$ cat config.mk
export PLATFORM = sky130hd
export DESIGN_NAME = mac_unit_stripes_seq
export DESIGN_NICKNAME = d
export VERILOG_FILES = /design/src/rtl/mac_unit_stripes_seq.sv
export SDC_FILE = /design/constraint.sdc
export NUM_CORES = 1
export LEC_CHECK = 0
export CORE_AREA = 2 2 358 218
export CTS_BUF_LIST = sky130_fd_sc_hd__clkbuf_4 sky130_fd_sc_hd__clkbuf_8
export DETAILED_ROUTE_END_ITERATION = 6
export DIE_AREA = 0 0 360 220
export PLACE_DENSITY = 0.45
export SYNTH_ARGS = -nofsm -noshare
export SYNTH_HDL_FRONTEND = slang
export SYNTH_SLANG_ARGS = --single-unit
$ cat constraint.sdc
create_clock -name clk -period 11.1 [get_ports clk]
set_input_delay 2.22 -clock clk [delete_from_list [all_inputs] [get_ports clk]]
set_output_delay 2.22 -clock clk [all_outputs]
set_load 0.03 [all_outputs]
$ cat src/rtl/mac_unit_stripes_seq.sv
// Bit-serial (Stripes-style) dot-product unit. Weights are walked MSB-first, one bit-plane per cycle.
// The result is then finished as plain, accumulate or max-pool and held until downstream accepts it.
`timescale 1ns/1ps
module mac_unit_stripes_seq #(
    parameter int DATA_WIDTH   = 8,
    parameter int VEC_LENGTH   = 16,
    parameter int RESULT_WIDTH = 2*DATA_WIDTH,
    parameter int ACC_WIDTH    = 2*DATA_WIDTH + $clog2(VEC_LENGTH) + 1,
    parameter int PREC_WIDTH   = $clog2(DATA_WIDTH) + 1
) (
    input  logic                                   clk,
    input  logic                                   reset,
    input  logic                                   in_valid,
    output logic                                   in_ready,
    input  logic [VEC_LENGTH-1:0][DATA_WIDTH-1:0]  act_in,
    input  logic [VEC_LENGTH-1:0][DATA_WIDTH-1:0]  w_in,
    input  logic [PREC_WIDTH-1:0]                  w_prec,
    input  logic [1:0]                             mode,
    input  logic signed [RESULT_WIDTH-1:0]         result_prev,
    output logic                                   out_valid,
    input  logic                                   out_ready,
    output logic signed [RESULT_WIDTH-1:0]         result,
    output logic                                   busy
);
    localparam int LOG2   = $clog2(VEC_LENGTH);
    localparam int IDX_W  = $clog2(DATA_WIDTH);
    localparam int PSUM_W = DATA_WIDTH + LOG2;

    localparam logic signed [ACC_WIDTH:0] RMAX =
        {{(ACC_WIDTH+2-RESULT_WIDTH){1'b0}}, {(RESULT_WIDTH-1){1'b1}}};
    localparam logic signed [ACC_WIDTH:0] RMIN =
        {{(ACC_WIDTH+2-RESULT_WIDTH){1'b1}}, {(RESULT_WIDTH-1){1'b0}}};

    typedef enum logic [1:0] {IDLE, COMPUTE, OUT} state_t;

    state_t                          state_q, state_d;
    logic [PREC_WIDTH-1:0]           bit_q, bit_d;
    logic [PREC_WIDTH-1:0]           top_q;
    logic signed [ACC_WIDTH-1:0]     acc_q, acc_d;
    logic signed [RESULT_WIDTH-1:0]  result_q, result_d;
    logic [VEC_LENGTH-1:0][DATA_WIDTH-1:0] act_q, w_q;
    logic [1:0]                      mode_q;
    logic signed [RESULT_WIDTH-1:0]  prev_q;

    logic                            accept;
    logic [PREC_WIDTH-1:0]           prec_eff;
    logic [VEC_LENGTH-1:0]           wbit;
    logic signed [PSUM_W-1:0]        psum;
    logic signed [ACC_WIDTH-1:0]     psum_ext, term, acc_step;
    logic signed [RESULT_WIDTH-1:0]  s_plain, s_accum, s_max, finished;

    function automatic logic signed [RESULT_WIDTH-1:0] sat(input logic signed [ACC_WIDTH:0] x);
        if (x > RMAX)      return RMAX[RESULT_WIDTH-1:0];
        else if (x < RMIN) return RMIN[RESULT_WIDTH-1:0];
        else               return x[RESULT_WIDTH-1:0];
    endfunction

    assign accept   = in_valid && (state_q == IDLE);
    assign prec_eff = (w_prec == '0 || w_prec > PREC_WIDTH'(DATA_WIDTH)) ?
                      PREC_WIDTH'(DATA_WIDTH) : w_prec;

    always_comb begin
        wbit = '0;
        for (int j = 0; j < VEC_LENGTH; j++) begin
            wbit[j] = w_q[j][bit_q[IDX_W-1:0]];
        end
    end

    // Balanced adder tree; each level is one bit wider than the one below it.
    for (genvar l = 0; l <= LOG2; l++) begin : g_lvl
        logic signed [DATA_WIDTH+l-1:0] s [VEC_LENGTH>>l];
        for (genvar i = 0; i < (VEC_LENGTH >> l); i++) begin : g_node
            if (l == 0) begin : g_leaf
                assign s[i] = wbit[i] ? $signed(act_q[i]) : {DATA_WIDTH{1'b0}};
            end else begin : g_add
                assign s[i] = (DATA_WIDTH+l)'(g_lvl[l-1].s[2*i]) +
                              (DATA_WIDTH+l)'(g_lvl[l-1].s[2*i+1]);
            end
        end
    end

    assign psum     = g_lvl[LOG2].s[0];
    assign psum_ext = ACC_WIDTH'(psum);
    assign term     = (bit_q == top_q) ? -psum_ext : psum_ext;
    assign acc_step = (acc_q <<< 1) + term;

    assign s_plain  = sat((ACC_WIDTH+1)'(acc_step));
    assign s_accum  = sat((ACC_WIDTH+1)'(acc_step) + (ACC_WIDTH+1)'(prev_q));
    assign s_max    = (s_plain > prev_q) ? s_plain : prev_q;

    always_comb begin
        finished = s_plain;
        case (mode_q)
            2'd1:    finished = s_accum;
            2'd2:    finished = s_max;
            default: finished = s_plain;
        endcase
    end

    always_comb begin
        state_d  = state_q;
        bit_d    = bit_q;
        acc_d    = acc_q;
        result_d = result_q;
        case (state_q)
            IDLE: begin
                if (in_valid) begin
                    acc_d   = '0;
                    bit_d   = prec_eff - 1'b1;
                    state_d = COMPUTE;
                end
            end
            COMPUTE: begin
                acc_d = acc_step;
                if (bit_q == '0) begin
                    state_d  = OUT;
                    result_d = finished;
                end else begin
                    bit_d = bit_q - 1'b1;
                end
            end
            OUT: begin
                if (out_ready) state_d = IDLE;
            end
            default: state_d = IDLE;
        endcase
    end

    always_ff @(posedge clk or posedge reset) begin
        if (reset) begin
            state_q  <= IDLE;
            bit_q    <= '0;
            acc_q    <= '0;
            result_q <= '0;
        end else begin
            state_q  <= state_d;
            bit_q    <= bit_d;
            acc_q    <= acc_d;
            result_q <= result_d;
        end
    end

    // Operand capture needs no reset: it is only read after an accept has loaded it.
    always_ff @(posedge clk) begin
        if (accept) begin
            act_q  <= act_in;
            w_q    <= w_in;
            mode_q <= mode;
            prev_q <= result_prev;
            top_q  <= prec_eff - 1'b1;
        end
    end

    assign in_ready  = (state_q == IDLE);
    assign busy      = (state_q != IDLE);
    assign out_valid = (state_q == OUT);
    assign result    = result_q;

endmodule

==> flow_metrics.env <==
export IMPL_status="finished with violations"
export IMPL_violations="setup timing"
export IMPL_cap_violations=0
export IMPL_r2r_start="bit_q[0]$_DFFE_PP0P_"
export IMPL_hold_viol_final=0
export IMPL_syn_to_final_growth_pct=47.2
export IMPL_synth_nets=1966
export IMPL_synth_edf_count=278
export IMPL_syn_mean_instance_area_um2=12.7
export IMPL_fin_crit_ns=11.53
export IMPL_critPathLaunchType="flip-flop"
export IMPL_drv_slew=0
export IMPL_rsz0062_at_grt="true"
export IMPL_ant_nets=0
export IMPL_utilization_pct=36.3
export IMPL_ctsLongestPathBuffers=3
export IMPL_relSlewSlack_pct=30.1
export IMPL_synthArstFlopShare_pct=13.1
export IMPL_drive_above_1_share_pct=27.5
export IMPL_ios=301
export IMPL_avgViaCountPerCell=4.46
export IMPL_cts_tree="yes"
export IMPL_routed_wl_mm=62.7
export IMPL_min_period_over_period_pct=104
export IMPL_layout_common_cells="clkdlybuf4s50_1, edfxtp_1, buf_4"
export IMPL_clkSinkCount=320
export IMPL_critPathMaxFanout=8
export IMPL_initial_utilization_pct=24.7
export IMPL_yosysSeqAreaShare_pct=49.9
export IMPL_setup_viol=16
export IMPL_dpl_hpwl_mm=48.3
export IMPL_grt_pass1_wl_mm=93.6
export IMPL_synthFlopType="edfxtp_1"
export IMPL_synth_seq_cells=320
export IMPL_insertion_delay_ns=0.70
export IMPL_drt_iter0_markers=1010
export IMPL_slowest_stage="fa_1"
export IMPL_hold_class="flip-flop to flip-flop"
export IMPL_gp_congestion=0.859
export IMPL_synthCells=1484
export IMPL_ys_types=77
export IMPL_portBuffers=300
export IMPL_min_from="acc_q[0]$_DFFE_PP0P_"
export IMPL_cp_slowest_stage_delay_ns=0.58
export IMPL_fin_skew_ns=0.0508
export IMPL_num_rows=79
export IMPL_crit_top_cell="fa_1"
export IMPL_crit_type="flip-flop to flip-flop"
export IMPL_core_area_um2=76400
export IMPL_fin_ws_ns=-0.426
export IMPL_remaining_drc_errors=0
export IMPL_nets=2561
export IMPL_die_area_um2=79200
export IMPL_wl_per_cell_um=20.0
export IMPL_yosys_warnings=0
export IMPL_setup_worst_path_start="bit_q[0]$_DFFE_PP0P_"
export IMPL_cp_required_ns=11.63
export IMPL_vias=14009
export IMPL_cts_root_buffer="clkbuf_8"
export IMPL_hold_buffers=0
export IMPL_clk_pin_slew_ns=0.07
export IMPL_grt_max_degree=171
export IMPL_cts_max_level=2
export IMPL_die_h_um=220
export IMPL_crit_arrival_ns=12.06
export IMPL_antenna_found_initial=12
export IMPL_numCtsBuffers=55
export IMPL_dr_pass1_iters=5
export IMPL_gr_total_overflow=0
export IMPL_grt_pass1_vias=14735
export IMPL_die_w_um=360
export IMPL_layout_commonest_cell="clkdlybuf4s50_1"
export IMPL_endpoint_kind="flip-flop"
export IMPL_timing_fmax_mhz=86.8
export IMPL_tightest_slew_ns=1.05
export IMPL_track_usage_pct=15.9
export IMPL_synth_cell_area_um2=18900
routing by layer:
layer	wire length [um]	vias up	GRT usage, %	part of all wire, %
li1	-	6534	-	-
met1	32600	7041	24.5	52
met2	25400	357	22.2	40
met3	3770	73	3.66	6.0
met4	956	4	3.19	1.5
met5	14	-	0	0.022
worst paths after layout:
kind | endpoint | slack (ns) | cells after the start
max | result[15]$_DFFE_PP0P_ | -0.43 | 45
min | acc_q[0]$_DFFE_PP0P_ | 0.51 | 2
max reg2reg | result[15]$_DFFE_PP0P_ | -0.43 | 45
min reg2reg | acc_q[0]$_DFFE_PP0P_ | 0.51 | 2
max in group asynchronous | bit_q[0]$_DFFE_PP0P_ | 8.58 | 3
min in group asynchronous | result[6]$_DFFE_PP0P_ | 2.03 | 3
logic make-up (layout without fill, tap and decap cells):
group	count (synthesis)	after routing	share of synthesized area [%]
adder cells (fa/ha/maj)	200	200	18.1
multiplexers	60	60	5.43
buffers and inverters	219	857	4.51
AND/OR/NAND/NOR	347	348	9.19
AO/OA/AOI/OAI	276	276	9.88
other	1	6	0.0199
flip-flops	320	320	49.9
XOR/XNOR	61	61	2.99
critical path: cells and delay by family (launching register included):
| family | cells | cell delay (ns) |
|---|---|---|
| flops | 1 | 0.44 |
| compound gates | 12 | 2.21 |
| buf+inv | 9 | 0.94 |
| mux | 5 | 1.76 |
| simple gates | 9 | 1.80 |
| fa+ha+maj | 9 | 4.01 |
| xor+xnor | 1 | 0.18 |
area by class of cell:
| class | instances | area [um2] |
|---|---|---|
| fillers | 7441 | 48700 |
| multi-input cells | 946 | 9540 |
| flip-flops and latches | 320 | 9400 |
| repair buffers | 579 | 5580 |
| well taps | 1012 | 1270 |
| clock buffers | 69 | 887 |
| inverters | 177 | 672 |
| clock inverters | 32 | 383 |
| diodes | 5 | 12.5 |
cell usage after synthesis, types with 32 or more instances:
library cell	number	area [um2]
edfxtp_1	278	8350
inv_1	177	664
nand2_1	125	469
fa_1	122	2440
ha_1	78	976
o21ai_0	58	290
nor2_1	55	206
a21oi_1	53	265
nor2b_1	43	269
dfrtp_1	42	1050
xnor2_1	39	342
mux4_2	32	721
state kept, by name (all words and copies together) (netlist names):
signal	count
act_q	128
result	16
bit_q	4
w_q	128
state_q	2
mode_q	2
prev_q	16
acc_q	20
top_q	4
per-stage QoR:
| stage | instance area, um2 | hold WS [ns] | worst slack (ns) | TNS, ns | instances |
|---|---|---|---|---|---|
| after CTS | 27200 | 0.513 | -0.330 | -4.22 | 3112 |
| after global routing | 27700 | 0.537 | -0.858 | -12.64 | 3137 |
| after detailed placement | 25000 | 0.496 | -1.06 | -15.12 | 2974 |
| after global placement | 25000 | 0.476 | -1.05 | -15.05 | 2974 |
| after floorplan | 19200 | 0.456 | 0.00357 | 0 | 1484 |
| final | 27700 | 0.510 | -0.426 | -5.88 | 3140 |
what timing repair did:
item | 4_1_cts | 5_1_grt
setup endpoints to repair | 16 | 16
setup buffers | 32 | 23
pin swaps | 68 | 76
resized for setup | 131 | 82
cloned | 5 | 2
Power is not shown: default switching activity piles up to over one toggle a cycle in this logic, so the estimate is an artifact.
